## src/rtl/compare_unit_pipe.sv

```systemverilog
// -----------------------------------------------------------------------------
// compare_unit_pipe
//   Pipelined magnitude comparator used as the compare lane of the ALU
//   datapath. Operands A/B are captured in stage 1, compared combinationally,
//   and the {GT,EQ,LT} result plus the selected flag is registered in stage 2.
//   Both sides use valid/ready handshakes; delivered results are tallied in
//   three saturating per-outcome counters.
//
// Ports
//   CLK        in   clock, rising edge
//   RST        in   asynchronous active-low reset
//   IN_VALID   in   A/B/S2/S3/SIGNED_EN valid this cycle
//   IN_READY   out  block accepts input this cycle (combinational on OUT_READY)
//   A, B       in   WIDTH-bit operands
//   S2         in   1 = drive EQ onto OUT
//   S3         in   when S2=0: 0 = GT, 1 = LT
//   SIGNED_EN  in   1 = two's-complement compare, 0 = unsigned
//   CNT_CLR    in   synchronous clear of all counters (wins over increment)
//   OUT_VALID  out  OUT/FLAGS hold a valid result
//   OUT_READY  in   downstream accepts the result
//   OUT        out  {WIDTH-1 zeros, selected flag}
//   FLAGS      out  {GT, EQ, LT}, one-hot
//   GT_CNT, LT_CNT, EQ_CNT  out  saturating counts of delivered outcomes
// -----------------------------------------------------------------------------
module compare_unit_pipe #(
  parameter int WIDTH     = 4,
  parameter int CNT_WIDTH = 8
) (
  input  logic                 CLK,
  input  logic                 RST,
  input  logic                 IN_VALID,
  output logic                 IN_READY,
  input  logic [WIDTH-1:0]     A,
  input  logic [WIDTH-1:0]     B,
  input  logic                 S2,
  input  logic                 S3,
  input  logic                 SIGNED_EN,
  input  logic                 CNT_CLR,
  output logic                 OUT_VALID,
  input  logic                 OUT_READY,
  output logic [WIDTH-1:0]     OUT,
  output logic [2:0]           FLAGS,
  output logic [CNT_WIDTH-1:0] GT_CNT,
  output logic [CNT_WIDTH-1:0] LT_CNT,
  output logic [CNT_WIDTH-1:0] EQ_CNT
);

  // Sign-extend (or zero-extend) by one bit so a single signed compare
  // covers both modes: in unsigned mode the extra bit is 0 and the value
  // stays non-negative.
  function automatic logic [2:0] f_compare(input logic [WIDTH-1:0] a,
                                           input logic [WIDTH-1:0] b,
                                           input logic             sgn);
    logic signed [WIDTH:0] ea;
    logic signed [WIDTH:0] eb;
    ea = $signed({sgn & a[WIDTH-1], a});
    eb = $signed({sgn & b[WIDTH-1], b});
    f_compare = {ea > eb, ea == eb, ea < eb};
  endfunction

  function automatic logic f_select(input logic [2:0] flags,
                                    input logic       s2,
                                    input logic       s3);
    if (s2)      f_select = flags[1];
    else if (s3) f_select = flags[0];
    else         f_select = flags[2];
  endfunction

  function automatic logic [CNT_WIDTH-1:0] f_sat_inc(input logic [CNT_WIDTH-1:0] c);
    f_sat_inc = (&c) ? c : c + CNT_WIDTH'(1);
  endfunction

  logic                 r_vld_p1;
  logic [WIDTH-1:0]     r_a_p1;
  logic [WIDTH-1:0]     r_b_p1;
  logic                 r_s2_p1;
  logic                 r_s3_p1;
  logic                 r_sgn_p1;

  logic                 r_vld_p2;
  logic [2:0]           r_flags_p2;
  logic [WIDTH-1:0]     r_out_p2;

  logic [CNT_WIDTH-1:0] r_gt_cnt;
  logic [CNT_WIDTH-1:0] r_lt_cnt;
  logic [CNT_WIDTH-1:0] r_eq_cnt;

  logic                 w_adv2;
  logic                 w_adv1;
  logic                 w_accept;
  logic                 w_out_hs;
  logic [2:0]           w_flags_p1;
  logic                 w_sel_p1;

  // Stage 2 can take new data when empty or draining; stage 1 when empty
  // or when stage 2 is advancing.
  assign w_adv2   = ~r_vld_p2 | OUT_READY;
  assign w_adv1   = ~r_vld_p1 | w_adv2;
  assign w_accept = IN_VALID & w_adv1;
  assign w_out_hs = r_vld_p2 & OUT_READY;

  assign IN_READY = w_adv1;

  // ---- stage 1: operand capture ----
  always_ff @(posedge CLK or negedge RST) begin
    if (!RST) begin
      r_vld_p1 <= 1'b0;
    end else if (w_adv1) begin
      r_vld_p1 <= IN_VALID;
    end
  end

  always_ff @(posedge CLK) begin
    if (w_accept) begin
      r_a_p1   <= A;
      r_b_p1   <= B;
      r_s2_p1  <= S2;
      r_s3_p1  <= S3;
      r_sgn_p1 <= SIGNED_EN;
    end
  end

  // ---- compare between stage 1 and stage 2 ----
  assign w_flags_p1 = f_compare(r_a_p1, r_b_p1, r_sgn_p1);
  assign w_sel_p1   = f_select(w_flags_p1, r_s2_p1, r_s3_p1);

  // ---- stage 2: compare result ----
  always_ff @(posedge CLK or negedge RST) begin
    if (!RST) begin
      r_vld_p2   <= 1'b0;
      r_flags_p2 <= 3'b000;
      r_out_p2   <= '0;
    end else if (w_adv2) begin
      r_vld_p2 <= r_vld_p1;
      if (r_vld_p1) begin
        r_flags_p2 <= w_flags_p1;
        r_out_p2   <= WIDTH'(w_sel_p1);
      end
    end
  end

  // ---- outcome counters on output handshake ----
  always_ff @(posedge CLK or negedge RST) begin
    if (!RST) begin
      r_gt_cnt <= '0;
      r_lt_cnt <= '0;
      r_eq_cnt <= '0;
    end else if (CNT_CLR) begin
      r_gt_cnt <= '0;
      r_lt_cnt <= '0;
      r_eq_cnt <= '0;
    end else if (w_out_hs) begin
      if (r_flags_p2[2]) r_gt_cnt <= f_sat_inc(r_gt_cnt);
      if (r_flags_p2[1]) r_eq_cnt <= f_sat_inc(r_eq_cnt);
      if (r_flags_p2[0]) r_lt_cnt <= f_sat_inc(r_lt_cnt);
    end
  end

  assign OUT_VALID = r_vld_p2;
  assign OUT       = r_out_p2;
  assign FLAGS     = r_flags_p2;
  assign GT_CNT    = r_gt_cnt;
  assign LT_CNT    = r_lt_cnt;
  assign EQ_CNT    = r_eq_cnt;

endmodule

```

## config.mk

```make
export PLATFORM = sky130hd
export DESIGN_NAME = compare_unit_pipe
export DESIGN_NICKNAME = d
export VERILOG_FILES = /design/src/rtl/compare_unit_pipe.sv
export SDC_FILE = /design/constraint.sdc
export NUM_CORES = 1
export LEC_CHECK = 0
export BUFFER_PORTS_ARGS = -buffer_cell sky130_fd_sc_hd__buf_2
export CAP_MARGIN = 20
export CORE_AREA = 4 4 71 73
export DETAILED_ROUTE_END_ITERATION = 8
export DIE_AREA = 0 0 75 77
export PLACE_DENSITY = 0.82
export SETUP_SLACK_MARGIN = 0.05
export SYNTH_ARGS = -nofsm -noshare
export SYNTH_HDL_FRONTEND = slang
export SYNTH_SLANG_ARGS = --single-unit
```

## constraint.sdc

```tcl
create_clock -name CLK -period 1.6 [get_ports CLK]
set_input_delay 0.32 -clock CLK [delete_from_list [all_inputs] [get_ports CLK]]
set_output_delay 0.32 -clock CLK [all_outputs]
set_load 0.005 [all_outputs]
```

* Word level (Yosys, flattened, before mapping)
Index checks and enable logic that the tools add are counted.
Operators by class: add/subtract/negate cells 3, magnitude comparators 2, equal/unequal tests 4, mux-type cells 14, bitwise operators 8, reduce and logical (&&, ||, !) cells 11
Operator list (number):
- $mux W8 | 12
- $add A8 B1 Y8 const B | 3
- $reduce_and A8 Y1 | 3
- $reduce_and A3 Y1 | 3
- $reduce_bool A2 Y1 | 4
- $ne A2 B2 Y1 const B | 3
- $eq A5 B5 Y1 | 1
- $gt A5 B5 Y1 | 1
- $lt A5 B5 Y1 | 1
- $and A1 B1 Y1 | 4
- $mux W1 | 2
- $not A1 Y1 | 2
- $or A1 B1 Y1 | 2
- $reduce_and A2 Y1 | 1
Word-level totals: bits in registers 41, output and inout port bits 33, word-level logic and storage cells 54

* Longest topological paths before layout
Gate-level depths: netlist of run 1.
word-level depth 5, depth in mapped cells 7, depth with buffers taken out 7

* Worst setup path before layout of run 1
No wires, ideal clock.
path kind flip-flop to flip-flop, from register r_a_p1[3], to register r_out_p2[0] (netlist: OUT[0]), arrival time 1.416 ns, setup slack 0.102 ns, stages on the path, launching flop included 7, period minus slack after synthesis 1.498 ns, path through edfxtp_1 ha_1 o21ai_0 a21oi_1 a21oi_1 or3_1 a31oi_1
Between the ends: cells in the longest elaborated chain, start to end 4, elaborated cells between the ends (all ways) 6, those cells by class order compare (2); eq/ne (1); mux (2); bitwise (1)
RTL lines:
- start, declared | RTL line 74 | logic [WIDTH-1:0] r_a_p1;
- start signal, assigned | RTL line 115 | r_a_p1 <= A;
- $and A1 B1 Y1 | RTL line 56 | ea = $signed({sgn & a[WIDTH-1], a});
- $gt A5 B5 Y1 or $lt A5 B5 Y1 (tied branches) | RTL line 58 | f_compare = {ea > eb, ea == eb, ea < eb};
- $mux W1 | RTL line 65 | else if (s3) f_select = flags[0];
- $mux W1 (*) | RTL line 64 | if (s2) f_select = flags[1];
- end signal, assigned | RTL line 137 | r_out_p2 <= WIDTH'(w_sel_p1);
- end, declared | RTL line 82 | logic [WIDTH-1:0] r_out_p2;
Mark *: on every way between the ends. The rest lies on a longest branch, timed or not. A chain may end at the register's enable or synchronous reset.

* Worst setup path in the final report of run 1
Ends and elaborated chain as after synthesis.

==> results of run 1 <==
==> worst max-delay path, stage by stage (launching register included) <==
cell and delay [ns]:
sky130_fd_sc_hd__edfxtp_1 0.41, sky130_fd_sc_hd__ha_1 0.33, sky130_fd_sc_hd__o21ai_2 0.06, sky130_fd_sc_hd__a21oi_2 0.12
sky130_fd_sc_hd__a21oi_1 0.07, sky130_fd_sc_hd__or3_1 0.31, sky130_fd_sc_hd__a31oi_1 0.13
==> state kept, by name (all words and copies together), names as in the netlist, 3 cells and up <==
| name | count |
|---|---|
| EQ_CNT | 8 |
| r_a_p1 | 4 |
| FLAGS | 3 |
| r_b_p1 | 4 |
| GT_CNT | 8 |
| LT_CNT | 8 |
==> power by group through the flow <==
stage | Sequential [mW] | Clock [mW] | Combinational, mW
floorplan | 1.19 | 0 | 0.142
global placement | 1.19 | 0 | 0.240
detailed placement | 1.20 | 0 | 0.246
CTS | 1.17 | 0.827 | 0.248
global route | 1.18 | 0.876 | 0.324
finish | 1.18 | 0.791 | 0.285
==> through the flow <==
stage	power [mW]	util, %	hold slack [ns]
4_1_cts	2.25	56.3	0.0402
5_1_grt	2.38	60.1	0.0582
2_1_floorplan	1.33	-	0.0244
3_5_place_dp	1.44	53.8	0.356
6_report	2.25	60.1	0.0353
3_3_place_gp	1.43	53.8	0.351
==> cells in the mapped netlist, types with 4 or more instances <==
master and number:
sky130_fd_sc_hd__nand2_1 13, sky130_fd_sc_hd__a41oi_1 4, sky130_fd_sc_hd__ha_1 7, sky130_fd_sc_hd__nand2b_1 4, sky130_fd_sc_hd__inv_1 5, sky130_fd_sc_hd__nor3_1 4, sky130_fd_sc_hd__o21ai_0 4, sky130_fd_sc_hd__mux2i_1 4
sky130_fd_sc_hd__xor2_1 12, sky130_fd_sc_hd__xnor2_1 8, sky130_fd_sc_hd__dfrtp_1 30, sky130_fd_sc_hd__and4_1 4, sky130_fd_sc_hd__nor2_1 25, sky130_fd_sc_hd__nand3_1 10, sky130_fd_sc_hd__a21oi_1 4, sky130_fd_sc_hd__edfxtp_1 11
==> path summary, 6_finish.rpt <==
path / start / endpoint / cells after the start
hold reg to reg: r_vld_p1 / OUT_VALID / 1
max in group asynchronous: RST / OUT_VALID / 2
hold / removal: RST / GT_CNT[6] / 2
setup / recovery: r_a_p1[3] / OUT[0] / 6
min in group CLK: B[1] / r_b_p1[1] / 1
setup reg to reg: r_a_p1[3] / OUT[0] / 6
==> final cells by class <==
cell class	count	area, µm²	area share, %
Multi-Input combinational cell	128	973	37.2
Inverter	5	18.8	0.718
Clock buffer	6	72.6	2.78
Sequential cell	41	1080	41.4
Tap cell	52	65.1	2.49
Clock inverter	2	33.8	1.29
Timing Repair Buffer	62	369	14.1
==> cell usage in the layout, fill, tap and decap left out, drive strengths merged, types with 5 or more instances in the layout <==
cell type and instances:
edfxtp 11, xor2 12, ha 7, nor2 25, inv 5, nand2 13
dfrtp 30, nand3 11, buf 62, xnor2 8, clkbuf 6
==> logic make-up after synthesis <==
group / count (synthesis)
AO/OA/AOI/OAI: 21
XOR/XNOR: 20
adder cells (fa/ha/maj): 7
buffers and inverters: 13
flip-flops: 41
multiplexers: 4
other: 1
AND/OR/NAND/NOR: 73
==> routing by layer <==
metal  up-vias  GRT usage [%]
li1        760              -
met1       752           18.5
met2        48           23.6
met3         6           3.92
met4         0           4.63
met5         -              0
==> repair_timing <==
item / 4_1_cts / 5_1_grt
endpoints found under the setup margin: 4 / 15
pin swaps: 2 / 9
buffers inserted: 0 / 6
gates cloned: 0 / 0
gates resized for setup: 3 / 22
==> run summary, run 1 <==
- status: finished, final reports clean
- number of CTS-inserted buffers: 5
- Critical Path Fanout Max: 2
- maximum buffer depth of the clock tree: 2
- CTS sink cnt: 41
- multiplexer share of the synthesized area: 2.01%
- TritonCTS clock tree: built
- biggest area contributors in the synthesized netlist: sky130_fd_sc_hd__dfrtp_1, sky130_fd_sc_hd__edfxtp_1, sky130_fd_sc_hd__xor2_1, sky130_fd_sc_hd__nor2_1, sky130_fd_sc_hd__ha_1
- die extent in x: 75 µm
- post-route ant nets: 0
- post-route design area: 0.00262 mm²
- hold buffer count at cts: 0
- leakage power total: 1.20 nW
- portion of total power attributed to sequential cells: 52.3%
- worst slack at placement: 0.0476 ns
- top-level I/O count: 49
- post-synth top area share: 37.7%
- mean routed wirelength per cell: 13.9 µm
- layout cell share with drive strength beyond 1: 37.3%
- Via density: 5.29
- initial core utilization: 45.7%
- Row Count: 24
- final hold vios: 0
- total track usage: 14.5%
- post-place instance area: 0.00234 mm²
- number of iterations in the first detailed-routing pass: 4
- die span in y: 77 µm
- register bit total from synthesis: 41
- number of design rule violations left after detail routing: 0
- Clk Latency, worst-skew pair: 0.28 ns
- Post-DP HPWL: 2.80 mm
- total length of routed met2 wires: 2.10 mm
- vias after detailed routing: 1566
- routability congestion estimate: 0.806
- Root Buffer Master: sky130_fd_sc_hd__clkbuf_8
- max-capacitance violation count: 0
- Synth Instances: 180
- # placed instances: 282
- clock share of power: 35.1%
- fraction of registers with async set or reset after synthesis: 73.2%
- Finish-stage setup viols: 0
- Net Switching: 526 µW
- maximum number of pins on one net before global-route repair: 31
- post-synth design cell area: 0.00199 mm²
- Simple-Gate Fraction of Synth Area: 18.5%
- nets@finish: 266
- worst endpoint data arrival time: 1.72 ns
- initial antenna violation count: 0
- sort of element at the start of the critical path: flop
- top flip-flop cell by instance count after synthesis: sky130_fd_sc_hd__dfrtp_1
- type of element capturing the critical path: flop
- highest signal layer in the routed design: met4
- HP Class: in -> async
- path type of the worst setup path: reg -> reg
- PwrDens: 862 mW/mm²
- WL met1: 1.69 mm
- number of diodes added for antenna fixing: 0
- Syn Area/Cell: 11.1 µm²
- maximum frequency from static timing analysis: 0.663 GHz
- Max H-tree Level: 2
- count of synthesis-stage warnings from yosys: 0
- sequential-to-total area share from yosys stat: 54.3%
- fraction of power consumed by combinational cells: 12.6%
- portion of the clock cycle consumed by the worst path in the final layout: 94.3%
- fill cell total of the finished layout: 355
- via count of the first global-routing pass: 1475
- area of the core region: 0.00435 mm²
- main combinational cell family by area after synthesis: simple AND/OR/NAND/NOR gates
- clock edge transition at the registers on the reported setup and hold paths: 0.08 ns
- adder-cell share of the synthesized area: 4.40%
- fraction of synthesized cell area in xor and xnor cells: 8.79%
- drt total wl: 4.11 mm
- grt ovf: 0
- number of cells in the finished layout apart from fillers: 296
- layout-stage area growth over the synthesis result: 31.3%
- floorplan die area: 0.00578 mm²
- cell taking the most area after synthesis: sky130_fd_sc_hd__dfrtp_1
- reg-to-reg slack, setup: 0.09 ns
- number of DRC markers after the initial detailed-route iteration: 46
- global-route wire length before repair: 6.64 mm
- final total negative setup slack: 0 ns
- Post-Route Skew: 0.00624 ns
- shortest period the worst path allows: 1.51 ns
- peak supply drop: 727 µV
- required time at the worst-slack endpoint: 1.81 ns
- count of buffers from port buffering: 45
- number of enable flip-flop cells after synthesis: 11
- Int Power: 1.73 mW
- distinct cell type count after synthesis: 37
- max-slew violations: 0
- complex-gate fraction of the synthesized area: 8.73%
- WL met3: 259 µm
- setup repair after global routing missed its margin: yes
- PnR worst setup slack: 0.0909 ns
- switching part of the total: 23.4%
(Power assumes the default switching activity.)
==> run 2, diff against run 1 <==
==> constraint.sdc (replaced) <==
create_clock -name CLK -period 1.6 [get_ports CLK]
set_input_delay 0.08 -clock CLK [delete_from_list [all_inputs] [get_ports CLK]]
set_output_delay 0.08 -clock CLK [all_outputs]
set_load 0.005 [all_outputs]
==> run 2 against run 1 <==
- sequential share of layout area decreased by 1.6 points
- power up 1.8%
- setup slack got worse by 0.0090 ns
- via count increased by 3.6%
- global-route usage rose by 1.3 points
- sequential power barely moved
- clock skew is 0.0028 ns higher
==> run summary, run 2 (synthesis results as in run 1) <==
- initial core utilization: 45.7%, unchanged
- fill cell total of the finished layout: 364, was 355
- post-route ant nets: 0, unchanged
- maximum number of pins on one net before global-route repair: 31, unchanged
- nets@finish: 277, was 266
- clock edge transition at the registers on the reported setup and hold paths: 0.08 ns, about the same
- Row Count: 24, unchanged
- type of element capturing the critical path: flop, unchanged
- grt ovf: 0, unchanged
- worst hold path startpoint: OUT_READY
- commonest non-fill, non-tap cell in the layout: sky130_fd_sc_hd__buf_2, unchanged
- Root Buffer Master: sky130_fd_sc_hd__clkbuf_8, unchanged
- gate family responsible for the most delay along the worst path: flip-flops, unchanged
- status: finished, final reports clean, unchanged
- Finish-stage setup viols: 0, unchanged
- Critical Path Fanout Max: 2, unchanged
- leakage power total: 1.24 nW, was 1.20 nW
- number of DRC markers after the initial detailed-route iteration: 67, was 46
- portion of the clock cycle consumed by the worst path in the final layout: 94.9%, was 94.3%
- peak supply drop: 573 µV, was 727 µV
- die extent in x: 75 µm, unchanged
- initial antenna violation count: 0, unchanged
- number of iterations in the first detailed-routing pass: 4, unchanged
- top library cells by usage in the layout, fill and taps aside: sky130_fd_sc_hd__buf_2, sky130_fd_sc_hd__dfrtp_1, sky130_fd_sc_hd__nor2_1, sky130_fd_sc_hd__buf_4, sky130_fd_sc_hd__dlygate4sd3_1, was sky130_fd_sc_hd__buf_2, sky130_fd_sc_hd__dfrtp_1, sky130_fd_sc_hd__nor2_1, sky130_fd_sc_hd__buf_4, sky130_fd_sc_hd__nand2_1
- vias after detailed routing: 1623, was 1566
- HP Class: in -> reg, was in -> async
- layout cell share with drive strength beyond 1: 36.1%, was 37.3%
- final hold vios: 0, unchanged
- number of design rule violations left after detail routing: 0, unchanged
- Post-Route Skew: 0.00902 ns, was 0.00624 ns
- worst endpoint data arrival time: 1.74 ns, was 1.72 ns
- mean routed wirelength per cell: 14.2 µm, was 13.9 µm
- shortest period the worst path allows: 1.52 ns, was 1.51 ns
- CP cell instances: ha_4, o21ai_2, a21oi_2, a21oi_1, or3_1, a31oi_1, was ha_1, o21ai_2, a21oi_2, a21oi_1, or3_1, a31oi_1
- number of cells in the finished layout apart from fillers: 307, was 296
- Overall Power: 2.29 mW, was 2.25 mW
- maximum frequency from static timing analysis: 0.659 GHz, was 0.663 GHz
- slew of the pin with the lowest slew margin: 0.669 ns
- post-route design area: 0.00272 mm², was 0.00262 mm²
- floorplan die area: 0.00578 mm², unchanged
- required time at the worst-slack endpoint: 1.82 ns, was 1.81 ns
- maximum buffer depth of the clock tree: 2, unchanged
- number of CTS-inserted buffers: 5, unchanged
- Max H-tree Level: 2, unchanged
- Critical path origin: r_a_p1[3], unchanged
- CTS sink cnt: 41, unchanged
- number of diodes added for antenna fixing: 0, unchanged
- sort of element at the start of the critical path: flop, unchanged
- setup repair after global routing missed its margin: yes, unchanged
- worst slack at placement: 0.0610 ns, was 0.0476 ns
- Clk Latency, worst-skew pair: 0.29 ns, was 0.28 ns
- PnR worst setup slack: 0.0818 ns, was 0.0909 ns
- die span in y: 77 µm, unchanged
- final total negative setup slack: 0 ns, unchanged
- drt total wl: 4.35 mm, was 4.11 mm
- TritonCTS clock tree: built, unchanged
- max-slew violations: 0, unchanged
- Post-DP HPWL: 2.78 mm, was 2.80 mm
- worst flop-to-flop path startpoint: r_a_p1[3], unchanged
- path type of the worst setup path: reg -> reg, unchanged
- global-route wire length before repair: 7.14 mm, was 6.64 mm
- layout-stage area growth over the synthesis result: 36.6%, was 31.3%
- Crit path buffers/inverters: 0, unchanged
- area of the core region: 0.00435 mm², unchanged
- biggest cell delay along the critical path: 0.45 ns, was 0.41 ns
- routability congestion estimate: 0.805, was 0.806
- slowest stage cell, crit path: sky130_fd_sc_hd__edfxtp_1, unchanged
- total track usage: 15.9%, was 14.5%
- max-capacitance violation count: 0, unchanged
- PwrDens: 843 mW/mm², was 862 mW/mm²
- Via density: 5.29, about the same
- worst-case headroom to the max-slew limit: 55.4%
- top-level I/O count: 49, unchanged
- via count of the first global-routing pass: 1554, was 1475
- count of buffers from port buffering: 45, unchanged
- # placed instances: 281, was 282
- post-place instance area: 0.00233 mm², was 0.00234 mm²
==> run 2: cell types whose count changed in the layout (fill, tap and decap cells not counted), sizes merged <==
| cell | before | now |
|---|---|---|
| buf | 62 | 60 |
| dlygate4sd3 | 0 | 13 |
==> run 2: cell type report <==
type / count / area (µm²) / share of cell area (%)
multi-input combinational: 128 / 967 / 35.6
clock buffer: 6 / 72.6 / 2.67
timing repair buffer: 73 / 480 / 17.7
sequential: 41 / 1080 / 39.8
tap: 52 / 65.1 / 2.39
clock inverter: 2 / 33.8 / 1.24
inverter: 5 / 18.8 / 0.690
==> run 2: power breakdown <==
part	switching [mW]	internal [mW]
Combinational	0.151	0.153
Sequential	0.0505	1.13
Clock	0.349	0.461
Total	0.551	1.74
==> run 2: path summary, 6_finish.rpt <==
check	endpoint	slack (ns)	cells after the start
max in group asynchronous	OUT_VALID	0.78	2
worst min register to register	OUT_VALID	0.50	1
worst max-delay path	OUT[0]	0.08	6
min in group asynchronous	GT_CNT[6]	0.34	2
worst min-delay path	OUT_VALID	0.24	3
worst max register to register	OUT[0]	0.08	6
==> run 2: worst reg2reg max path: cells and delay by family (launching register included) <==
kind            cells  cell delay [ns]
simple gates        1             0.31
fa+ha+maj           1             0.30
flops               1             0.45
compound gates      4             0.38
==> run 2: what timing repair did <==
item,in CTS,in global routing
hold buffers,13,0
hold endpoints to repair,42,0
cloned,0,0
endpoints found under the setup margin,2,15
pin swaps,0,12
setup buffers,0,5
gates resized for setup,1,26
==> run 2: per-stage QoR <==
stage               util [%]  hold slack [ns]
floorplan                  -           -0.216
global placement        53.6            0.149
detailed placement      53.6            0.161
CTS                     59.0            0.231
global route            62.5            0.247
finish                  62.5            0.237
==> run 2: per-layer routing <==
layer,routed length [µm],share of wire (%),global-route usage [%],up-vias
met2,2260,52,26.4,50
met3,291,6.7,4.31,10
li1,-,-,-,779
met4,96,2.2,5.34,0
met1,1710,39,19.4,784
met5,0,0,0,-
==> run 3, diff against run 2 <==
ABC_AREA = 1   (was not set)
GPL_TIMING_DRIVEN = 1   (was not set)
PLACE_DENSITY = 0.84   (was 0.82)
==> run 3 against run 2 <==
- maximum frequency decreased by 1.4%
- sequential share of layout area decreased by 0.85 points
- worst hold slack got worse by 0.22 ns
- sequential power increased by 6%
- via count increased by 17%
- critical path type unchanged
==> run summary, run 3 <==
- status: finished, final reports clean, unchanged
- area of the core region: 0.00435 mm², unchanged
- top flip-flop cell by instance count after synthesis: sky130_fd_sc_hd__dfrtp_1, unchanged
- slew of the pin with the lowest slew margin: 0.654 ns, was 0.669 ns
- worst hold path startpoint: IN_VALID, was OUT_READY
- count of buffers from port buffering: 45, unchanged
- CP cell instances: ha_4, nand2_2, inv_2, nand4_1, nand4_1, nand3_1, nand2_1, nand2_1, nand2_1, nand2_1, was ha_4, o21ai_2, a21oi_2, a21oi_1, or3_1, a31oi_1
- sort of element at the start of the critical path: flop, unchanged
- Row Count: 24, unchanged
- setup repair after global routing missed its margin: yes, unchanged
- maximum buffer depth of the clock tree: 2, unchanged
- Syn Area/Cell: 9.03 µm², was 11.1 µm²
- required time at the worst-slack endpoint: 1.78 ns, was 1.82 ns
- maximum frequency from static timing analysis: 0.650 GHz, was 0.659 GHz
- max-capacitance violation count: 0, unchanged
- commonest cells in the synthesized netlist: sky130_fd_sc_hd__nand2_1, sky130_fd_sc_hd__inv_1, sky130_fd_sc_hd__dfrtp_1, was sky130_fd_sc_hd__dfrtp_1, sky130_fd_sc_hd__nor2_1, sky130_fd_sc_hd__nand2_1
- post-route ant nets: 0, unchanged
- Worst R2R Path Depth: 10, was 6
- number of diodes added for antenna fixing: 0, unchanged
- reg-to-reg slack, setup: 0.06 ns, was 0.08 ns
- post-synth design cell area: 0.00209 mm², was 0.00199 mm²
- final total negative setup slack: 0 ns, unchanged
- routability congestion estimate: 0.819, was 0.805
- top-level I/O count: 49, unchanged
- initial core utilization: 47.9%, was 45.7%
- peak supply drop: 551 µV, was 573 µV
- vias after detailed routing: 1900, was 1623
- layout-stage area growth over the synthesis result: 33.0%, was 36.6%
- shortest period the worst path allows: 1.54 ns, was 1.52 ns
- distinct cell type count after synthesis: 31, was 37
- TritonCTS clock tree: built, unchanged
- Clk Latency, worst-skew pair: 0.29 ns, about the same
- Root Buffer Master: sky130_fd_sc_hd__clkbuf_8, unchanged
- number of DRC markers after the initial detailed-route iteration: 97, was 67
- Via density: 5.25, was 5.29
- commonest non-fill, non-tap cell in the layout: sky130_fd_sc_hd__buf_2, unchanged
- Max H-tree Level: 2, unchanged
- Synth Instances: 231, was 180
- number of design rule violations left after detail routing: 0, unchanged
- Post-Route Skew: 0.00626 ns, was 0.00902 ns
- number of iterations in the first detailed-routing pass: 4, unchanged
- grt ovf: 0, unchanged
- sequential-to-total area share from yosys stat: 51.8%, was 54.3%
- worst flop-to-flop path startpoint: r_a_p1[2], was r_a_p1[3]
- CP most frequent cell: sky130_fd_sc_hd__nand2_1
- post-place instance area: 0.00238 mm², was 0.00233 mm²
- sink of the worst hold path: r_vld_p1, was OUT_VALID
- die span in y: 77 µm, unchanged
- worst endpoint data arrival time: 1.72 ns, was 1.74 ns
- cell taking the most area after synthesis: sky130_fd_sc_hd__dfrtp_1, unchanged
- slowest stage cell, crit path: sky130_fd_sc_hd__edfxtp_1, unchanged
- biggest cell delay along the critical path: 0.42 ns, was 0.45 ns
- floorplan die area: 0.00578 mm², unchanged
- Critical Path Fanout Max: 3, was 2
- portion of the clock cycle consumed by the worst path in the final layout: 96.2%, was 94.9%
- fraction of registers with async set or reset after synthesis: 73.2%, unchanged
- layout cell share with drive strength beyond 1: 34.5%, was 36.1%
- count of synthesis-stage warnings from yosys: 0, unchanged
- global-route wire length before repair: 7.41 mm, was 7.14 mm
- nets@finish: 332, was 277
- cell with the most instances after synthesis: sky130_fd_sc_hd__nand2_1, was sky130_fd_sc_hd__dfrtp_1
- initial antenna violation count: 0, unchanged
- drt total wl: 4.78 mm, was 4.35 mm
- R2R Path End: OUT[0], unchanged
- type of element capturing the critical path: flop, unchanged
- final hold vios: 0, unchanged
- worst-case headroom to the max-slew limit: 56.4%, was 55.4%
- die extent in x: 75 µm, unchanged
- clock edge transition at the registers on the reported setup and hold paths: 0.08 ns, about the same
- mean routed wirelength per cell: 13.2 µm, was 14.2 µm
- HP Class: in -> reg, unchanged
- register bit total from synthesis: 41, unchanged
- leakage power total: 1.35 nW, was 1.24 nW
- number of enable flip-flop cells after synthesis: 11, unchanged
- CTS sink cnt: 41, unchanged
- post-synth top area share: 36.0%, was 37.7%
- fill cell total of the finished layout: 350, was 364
- maximum number of pins on one net before global-route repair: 31, unchanged
- total track usage: 16.5%, was 15.9%
- PwrDens: 885 mW/mm², was 843 mW/mm²
- biggest area contributors in the synthesized netlist: sky130_fd_sc_hd__dfrtp_1, sky130_fd_sc_hd__edfxtp_1, sky130_fd_sc_hd__nand2_1, sky130_fd_sc_hd__inv_1, sky130_fd_sc_hd__nand3_1, was sky130_fd_sc_hd__dfrtp_1, sky130_fd_sc_hd__edfxtp_1, sky130_fd_sc_hd__xor2_1, sky130_fd_sc_hd__nor2_1, sky130_fd_sc_hd__ha_1
- Post-DP HPWL: 3.19 mm, was 2.78 mm
- post-route design area: 0.00278 mm², was 0.00272 mm²
- Worst Hold Depth: 3, unchanged
- Finish-stage setup viols: 0, unchanged
- path type of the worst setup path: reg -> reg, unchanged
- top library cells by usage in the layout, fill and taps aside: sky130_fd_sc_hd__buf_2, sky130_fd_sc_hd__nand2_1, sky130_fd_sc_hd__dfrtp_1, sky130_fd_sc_hd__inv_1, sky130_fd_sc_hd__nand3_1, was sky130_fd_sc_hd__buf_2, sky130_fd_sc_hd__dfrtp_1, sky130_fd_sc_hd__nor2_1, sky130_fd_sc_hd__buf_4, sky130_fd_sc_hd__dlygate4sd3_1
- number of CTS-inserted buffers: 5, unchanged
- max-slew violations: 0, unchanged
- via count of the first global-routing pass: 1737, was 1554
-- run 3: cell types whose count changed in the layout (fill, tap and decap cells not counted), sizes merged, moves of 10 or more --
cell,delta
inv,+27
nand3,+14
xor2,-10
o21ai,+14
nor2,-10
nand2,+42
-- run 3: area by class of cell --
| type | count | area [µm²] | share of cell area, % |
|---|---|---|---|
| Tap cell | 52 | 65.1 | 2.34 |
| Sequential cell | 41 | 1080 | 38.9 |
| Timing Repair Buffer | 72 | 458 | 16.5 |
| Clock buffer | 8 | 80.1 | 2.88 |
| Inverter | 32 | 120 | 4.33 |
| Multi-Input combinational cell | 157 | 972 | 35.0 |
-- run 3: cell families after synthesis --
| family | share of synthesized area (%) |
|---|---|
| AO/OA/AOI/OAI | 8.87 |
| XOR/XNOR | 0.839 |
| adder cells (fa/ha/maj) | 4.20 |
| buffers and inverters | 7.25 |
| flip-flops | 51.8 |
| other | 0.180 |
| AND/OR/NAND/NOR | 26.9 |
-- run 3: what timing repair did --
item	in CTS	in global routing
gates resized for setup	0	29
cloned	1	1
hold buffers	12	0
setup buffers	2	10
pin swaps	0	16
endpoints found under the hold margin	41	0
setup endpoints to repair	2	20
-- run 3: how the worst max path moves through the flow --
stage | start | to | slack [ns] | cells past startpoint
2_1_floorplan | LT_CNT[0] | LT_CNT[5] | 0.18 | 10
3_3_place_gp | LT_CNT[0] | LT_CNT[5] | 0.13 | 10
3_5_place_dp | LT_CNT[0] | LT_CNT[7] | 0.07 | 10
4_1_cts | LT_CNT[0] | LT_CNT[7] | 0.06 | 10
5_1_grt | r_a_p1[2] | OUT[0] | -0.06 | 10
6_report | r_a_p1[2] | OUT[0] | 0.06 | 10
-- run 3: stage by stage --
stage / instances / setup WS (ns) / util (%) / hold WS (ns) / power, mW
after CTS: 351 / 0.0615 / 59.7 / 0.00436 / 2.39
final: 362 / 0.0608 / 63.8 / 0.0144 / 2.46
after global placement: 328 / 0.129 / 54.6 / 0.152 / 1.67
after global routing: 362 / -0.0551 / 63.8 / 0.0305 / 2.59
after floorplan: 233 / 0.184 / - / -0.216 / 1.51
after detailed placement: 328 / 0.0678 / 54.6 / 0.151 / 1.69
-- run 3: critical path: cells and delay by family (launching register included) --
kind | cells | cell delay (ns)
flip-flops | 1 | 0.42
adder cells (fa/ha/maj) | 1 | 0.30
buffers and inverters | 1 | 0.05
AND/OR/NAND/NOR | 8 | 0.69
-- run 3: power breakdown --
part | switching [mW] | internal (mW) | total [mW]
clock network | 0.338 | 0.310 | 0.648
logic | 0.300 | 0.257 | 0.557
registers | 0.0793 | 1.17 | 1.25
-- run 3: layer usage --
layer / GRT usage [%] / vias to the layer above / part of all wire, %
li1: - / 923 / -
met1: 19.2 / 903 / 40
met2: 27.6 / 64 / 51
met3: 4.05 / 10 / 6.0
met4: 7.83 / 0 / 2.4
met5: 0 / - / 0
